[config.mk]
export PLATFORM = sky130hd
export DESIGN_NAME = uart_tx_serializer
export DESIGN_NICKNAME = d
export VERILOG_FILES = /design/src/rtl/uart_tx_serializer_pkg.sv /design/src/rtl/uart_tx_serializer.sv
export SDC_FILE = /design/constraint.sdc
export NUM_CORES = 1
export LEC_CHECK = 0
export ABC_CLOCK_PERIOD_IN_PS = 1700
export BUFFER_PORTS_ARGS = -buffer_cell sky130_fd_sc_hd__buf_2
export CAP_MARGIN = 25
export CORE_MARGIN = 8
export CORE_UTILIZATION = 49
export CTS_CLUSTER_SIZE = 30
export DETAILED_ROUTE_END_ITERATION = 6
export PLACE_DENSITY = 0.79
export SYNTH_ARGS = -nofsm -noshare
export SYNTH_HDL_FRONTEND = slang
export SYNTH_SLANG_ARGS = --single-unit
[constraint.sdc]
create_clock -name clk -period 1.7 [get_ports clk]
set_clock_uncertainty 0.05 [all_clocks]
set_input_delay 0.255 -clock clk [delete_from_list [all_inputs] [get_ports clk]]
set_output_delay 0.255 -clock clk [all_outputs]
set_load 0.02 [all_outputs]
[src/rtl/uart_tx_serializer_pkg.sv]
// Shared UART transmitter definitions: FSM state encoding, LCR bit positions,
// default FIFO occupancy width and small word-length / parity helpers.
// Pure constants and functions; no timing or flow control of its own.
package uart_tx_serializer_pkg;

  // Occupancy count width for a 16-entry TX FIFO (0..16 needs 5 bits).
  localparam int FIFO_CNT_W_DEF = 5;

  // Line control register bit positions.
  localparam int LCR_WLEN_LO = 0;  // [1:0] word length code, 0..3 => 5..8 bits
  localparam int LCR_WLEN_HI = 1;
  localparam int LCR_STB     = 2;  // extra stop
  localparam int LCR_PEN     = 3;  // parity enable
  localparam int LCR_EPS     = 4;  // even parity select
  localparam int LCR_SP      = 5;  // stick parity
  localparam int LCR_BRK     = 6;  // break control

  typedef enum logic [2:0] {
    S_IDLE   = 3'd0,
    S_POP    = 3'd1,
    S_START  = 3'd2,
    S_DATA   = 3'd3,
    S_PARITY = 3'd4,
    S_STOP   = 3'd5
  } tx_state_t;

  // Mask selecting the data bits that belong to the configured word length.
  function automatic logic [7:0] wlen_mask(input logic [1:0] wlen);
    return 8'hFF >> (2'd3 - wlen);
  endfunction

  // Final parity bit from the raw XOR of the data bits.
  // Stick parity forces the complement of the even-select bit; otherwise
  // even parity sends the XOR itself and odd parity sends its inverse.
  function automatic logic parity_out(input logic raw_xor, input logic eps,
                                      input logic sp);
    if (sp) return ~eps;
    return eps ? raw_xor : ~raw_xor;
  endfunction

endpackage

[src/rtl/uart_tx_serializer.sv]
// UART transmit serializer: pops words from the TX FIFO and shifts them out as
// start / 5..8 data (LSB first) / optional parity / 1, 1.5 or 2 stop bits.
// Latency: POP one clk after a non-empty FIFO is seen; every bit = 16 enable
// ticks. Backpressure: none upstream beyond the single-clk pop strobe.
//
// Ports:
//   clk          system clock, all state on its rising edge
//   wb_rst_i     asynchronous active-low reset
//   enable       16x baud tick, one clk wide
//   lcr[7:0]     line control (word length, stop, parity, break)
//   tf_data_out  TX FIFO head word, valid when tf_count != 0
//   tf_count     TX FIFO occupancy
//   tf_pop       one-clk pop strobe to the TX FIFO
//   stx_o        registered serial line, idle high
//   tx_busy      high whenever a frame is in progress (state != IDLE)
module uart_tx_serializer
  import uart_tx_serializer_pkg::*;
#(
  parameter int FIFO_CNT_W = FIFO_CNT_W_DEF
) (
  input  logic                  clk,
  input  logic                  wb_rst_i,
  input  logic                  enable,
  input  logic [7:0]            lcr,
  input  logic [7:0]            tf_data_out,
  input  logic [FIFO_CNT_W-1:0] tf_count,
  output logic                  tf_pop,
  output logic                  stx_o,
  output logic                  tx_busy
);

  tx_state_t  state_q, state_d;
  logic [3:0] tick_q, tick_d;     // enable ticks within the current bit
  logic [2:0] bit_q, bit_d;       // data bit index; in STOP, 16-tick chunk index
  logic [7:0] shift_q, shift_d;   // data being shifted out, LSB on the line
  logic [5:0] lcr_q, lcr_d;       // frame format frozen at POP
  logic       par_q, par_d;       // raw XOR of the frame's data bits
  logic       line_d;

  logic       fifo_has;
  logic       bit_end;
  logic       stop_end;
  logic [2:0] last_bit;
  logic       unused_lcr7;

  assign unused_lcr7 = lcr[7];

  assign fifo_has = (tf_count != '0);
  assign bit_end  = enable && (tick_q == 4'd15);
  assign last_bit = 3'd4 + {1'b0, lcr_q[LCR_WLEN_HI:LCR_WLEN_LO]};

  // Stop length: 16 ticks, or with extra stop 24 (5-bit words) / 32 ticks.
  // Beyond 16 ticks the chunk index bit_q[0] extends the 4-bit tick counter.
  always_comb begin
    stop_end = (tick_q == 4'd15);
    if (lcr_q[LCR_STB]) begin
      if (lcr_q[LCR_WLEN_HI:LCR_WLEN_LO] == 2'd0)
        stop_end = bit_q[0] && (tick_q == 4'd7);
      else
        stop_end = bit_q[0] && (tick_q == 4'd15);
    end
  end

  always_comb begin
    state_d = state_q;
    tick_d  = tick_q;
    bit_d   = bit_q;
    shift_d = shift_q;
    lcr_d   = lcr_q;
    par_d   = par_q;
    case (state_q)
      S_IDLE: begin
        if (fifo_has) state_d = S_POP;
      end
      S_POP: begin
        lcr_d   = lcr[5:0];
        shift_d = tf_data_out;
        par_d   = ^(tf_data_out & wlen_mask(lcr[LCR_WLEN_HI:LCR_WLEN_LO]));
        tick_d  = 4'd0;
        bit_d   = 3'd0;
        state_d = S_START;
      end
      S_START: begin
        if (enable) tick_d = tick_q + 4'd1;
        if (bit_end) state_d = S_DATA;
      end
      S_DATA: begin
        if (enable) tick_d = tick_q + 4'd1;
        if (bit_end) begin
          if (bit_q == last_bit) begin
            bit_d   = 3'd0;
            state_d = lcr_q[LCR_PEN] ? S_PARITY : S_STOP;
          end else begin
            bit_d   = bit_q + 3'd1;
            shift_d = shift_q >> 1;
          end
        end
      end
      S_PARITY: begin
        if (enable) tick_d = tick_q + 4'd1;
        if (bit_end) state_d = S_STOP;
      end
      S_STOP: begin
        if (enable) tick_d = tick_q + 4'd1;
        if (enable && stop_end) begin
          tick_d  = 4'd0;
          bit_d   = 3'd0;
          // Back-to-back frames go straight to POP with no idle clk.
          state_d = fifo_has ? S_POP : S_IDLE;
        end else if (bit_end) begin
          bit_d = bit_q + 3'd1;
        end
      end
      default: state_d = S_IDLE;
    endcase
  end

  // Line value is computed from the next state so the registered stx_o lines
  // up with the state register. Break overrides the line only.
  always_comb begin
    line_d = 1'b1;
    case (state_d)
      S_START:  line_d = 1'b0;
      S_DATA:   line_d = shift_d[0];
      S_PARITY: line_d = parity_out(par_q, lcr_q[LCR_EPS], lcr_q[LCR_SP]);
      default:  line_d = 1'b1;
    endcase
    if (lcr[LCR_BRK]) line_d = 1'b0;
  end

  always_ff @(posedge clk or negedge wb_rst_i) begin
    if (!wb_rst_i) begin
      state_q <= S_IDLE;
      tick_q  <= 4'd0;
      bit_q   <= 3'd0;
      shift_q <= 8'd0;
      lcr_q   <= 6'd0;
      par_q   <= 1'b0;
      stx_o   <= 1'b1;
    end else begin
      state_q <= state_d;
      tick_q  <= tick_d;
      bit_q   <= bit_d;
      shift_q <= shift_d;
      lcr_q   <= lcr_d;
      par_q   <= par_d;
      stx_o   <= line_d;
    end
  end

  assign tf_pop  = (state_q == S_POP);
  assign tx_busy = (state_q != S_IDLE);

endmodule

==> results.yml <==
detailed_routing:
  drt-total-wl_um: 3745
  drc: 0
  via_per_inst: 5.730
  num_vias: 1381
  detail_route.wl_per_cell_um: 15.54
  drt_first_iter_violations: 61
  first_pass_iters: 4
  antenna_left: 0
power:
  finalPower_mw: 2.328
  p_leak_nw: 0.9127
  power-per-cell-area_nw_per_um2: 1159
  ir_drop_mv: 0.6551
timing:
  timing.final.crit_period_ns: 1.730
  timing.fmax_ghz: 0.5780
  worstMarginPinSlew_ns: 0.5998
  grt_setup_unrepaired: "yes"
  finalHoldViolations: 0
  finalMaxSlewViolations: 0
  timing.slew.headroom_pct: 60.01
  worst_slack_ns: -0.03002
  finalCritPeriodShare_pct: 101.8
  setup_viol: 1
logic_synthesis:
  synth_cell_type_count: 47
  ys_seq_area_share_pct: 44.15
  ys_warn_count: 0
  synth_area_leaders: "dfrtp_1 42%, nand2_1 6.1%, mux2_2 5.3%, xnor2_1 5.3%, a22oi_1 3.1%"
  synth_edf_count: 0
  async_flop_share_pct: 100.0
  synth_top_area_cell: "dfrtp_1"
  netlist_area_um2: 1476
  synth.most_common_cell: "dfrtp_1"
  synth_common_cells: "25 x dfrtp_1, 24 x nand2_1, 12 x nor2_1"
  syn_inst: 152
  syn_area_per_cell_um2: 9.713
  syn-num-nets: 178
  ys_seq_elements: 26
  synth_top_cell_area_share_pct: 42.37
  synth_ff_type: "dfrtp_1"
global_route:
  grt_pass1_wl_um: 6168
  overflow: 0
  grt_max_degree: 27
  grt_pass1_vias: 1453
  antenna_found_initial: 0
  grt_use_total_pct: 14.69
die:
  fp.dieH_um: 70.89
  dieWidth_um: 70.89
  start_util_pct: 50.00
  core_area_um2: 2953
  io_pins: 27
  dieArea_um2: 5025
  num_rows: 20
critical_path:
  cp_data_required_time_ns: 1.93
  cp-endpoint: "stx_o"
  reg2reg_from: "tick_q[1]"
  criticalPathCategory: "register to register"
  crit_arrival_ns: 1.96
  r2r_setup_slack_ns: -0.03
  cp-end-kind: "register"
  start_kind: "register"
  r2r_end: "stx_o"
  crit_start: "tick_q[1]"
  reg2reg_depth: 7
  crit_fanout: 5
flow_run:
  maxCapViolCount: 0
clocking:
  cts_buffers: 3
  htree_num_levels: 1
  cts_sinks: 26
  cts_tree: "yes"
  root_buffer: "clkbuf_4"
  path_clk_slew_ns: 0.15
  clkLatencyLatePin_ns: 0.33
  cts.path.max_buffers: 2
layout:
  stdcell_area_um2: 2008
  antenna_cells: 0
  fillers: 238
  fin_nets: 235
  synthToLayoutAreaGrowth_pct: 36.02
  final_layout_size_suffix_gt1_share_pct: 44.71
min_path:
  holdPathStages: 2
  hold_class: "input port to register"
place:
  place_area_um2: 1784
  dp_hpwl_um: 2648
  port_buffers: 25
  gp_congestion: 0.8755
status:
  status: "complete, but fails checks"
  violations: "negative setup slack"
==> routing by layer <==
| layer | vias up | track usage [%] | wire length [µm] |
|---|---|---|---|
| met5 | - | 0 | 0 |
| met4 | 0 | 6.005 | 72 |
| met3 | 9 | 4.379 | 211 |
| met2 | 37 | 26.26 | 1911 |
| met1 | 672 | 15.66 | 1550 |
| li1 | 663 | - | - |
==> metrics by stage <==
stage               setup WS (ns)  utilization [%]  hold WS (ns)  cells  setup TNS, ns
floorplan                -0.01296                -      -0.09059    152       -0.01296
global placement         -0.03831            60.42        0.2311    227       -0.03901
detailed placement       -0.09844            60.42        0.2419    227        -0.1845
CTS                      -0.04357            64.45       0.07981    236       -0.04357
global route             -0.09990            68.01       0.07578    241        -0.2957
finish                   -0.03002            68.01       0.08092    241       -0.03002
==> cells by family after synthesis <==
| logic type | synth area share (%) |
|---|---|
| adders and majority gates | 1.695 |
| AOI/OAI and AO/OA | 17.63 |
| muxes | 6.780 |
| DFF | 44.15 |
| buffers and inverters | 2.542 |
| and+or+nand+nor | 20.09 |
| xor gates and xnor gates | 7.119 |
==> how the worst min path moves through the flow <==
stage                  start        end  slack, ns
floorplan           wb_rst_i   bit_q[0]      -0.09
global placement    wb_rst_i  tick_q[1]       0.23
detailed placement  wb_rst_i  tick_q[2]       0.24
CTS                   lcr[5]   lcr_q[5]       0.08
global route          lcr[4]   lcr_q[4]       0.08
finish                lcr[5]   lcr_q[5]       0.08
==> where the power goes <==
group,internal [mW],switching [mW]
combinational,0.495,0.413
clock,0.239,0.194
sequential,0.830,0.157
==> repair_timing <==
item,CTS,global route
hold endpoints to repair,26,0
hold buffers,2,0
pin swaps,5,9
setup buffers,3,5
endpoints found under the setup margin,6,16
gates resized for setup,7,16
==> cells in the final DEF (no fill, tap or decap), drive strengths merged, types with 4 or more instances in the layout <==
cell type / instances
mux2: 8
buf: 54
a21oi: 7
a22oi: 6
dfrtp: 25
nand2: 25
nor2: 12
nor2b: 5
clkbuf: 4
o21ai: 8
xnor2: 9
==> flip-flops by register name, indices dropped and copies added, names as in the netlist <==
| register | count |
|---|---|
| shift_q | 8 |
| lcr_q | 6 |
| tick_q | 4 |
| bit_q | 3 |
| state_q | 3 |
| par_q | 1 |
| stx_o | 1 |
==> worst max-delay path: stages (launching register included) <==
cell and delay [ns]:
dfrtp_1 0.40, ha_2 0.19, and4_4 0.26, nand2_4 0.08, o311a_1 0.29, a221o_1 0.30, o21ai_2 0.07, a21oi_2 0.06
==> area by class of cell <==
type / instances / area [µm²] / share of cell area (%)
clock buffers: 3 / 22.52 / 1.121
clock inverters: 1 / 30.03 / 1.495
inverters: 3 / 13.76 / 0.6854
multi-input cells: 118 / 873.3 / 43.49
flip-flops and latches: 26 / 659.4 / 32.83
well taps: 33 / 41.29 / 2.056
repair buffers: 57 / 367.9 / 18.32
(Power assumes the default switching activity.)
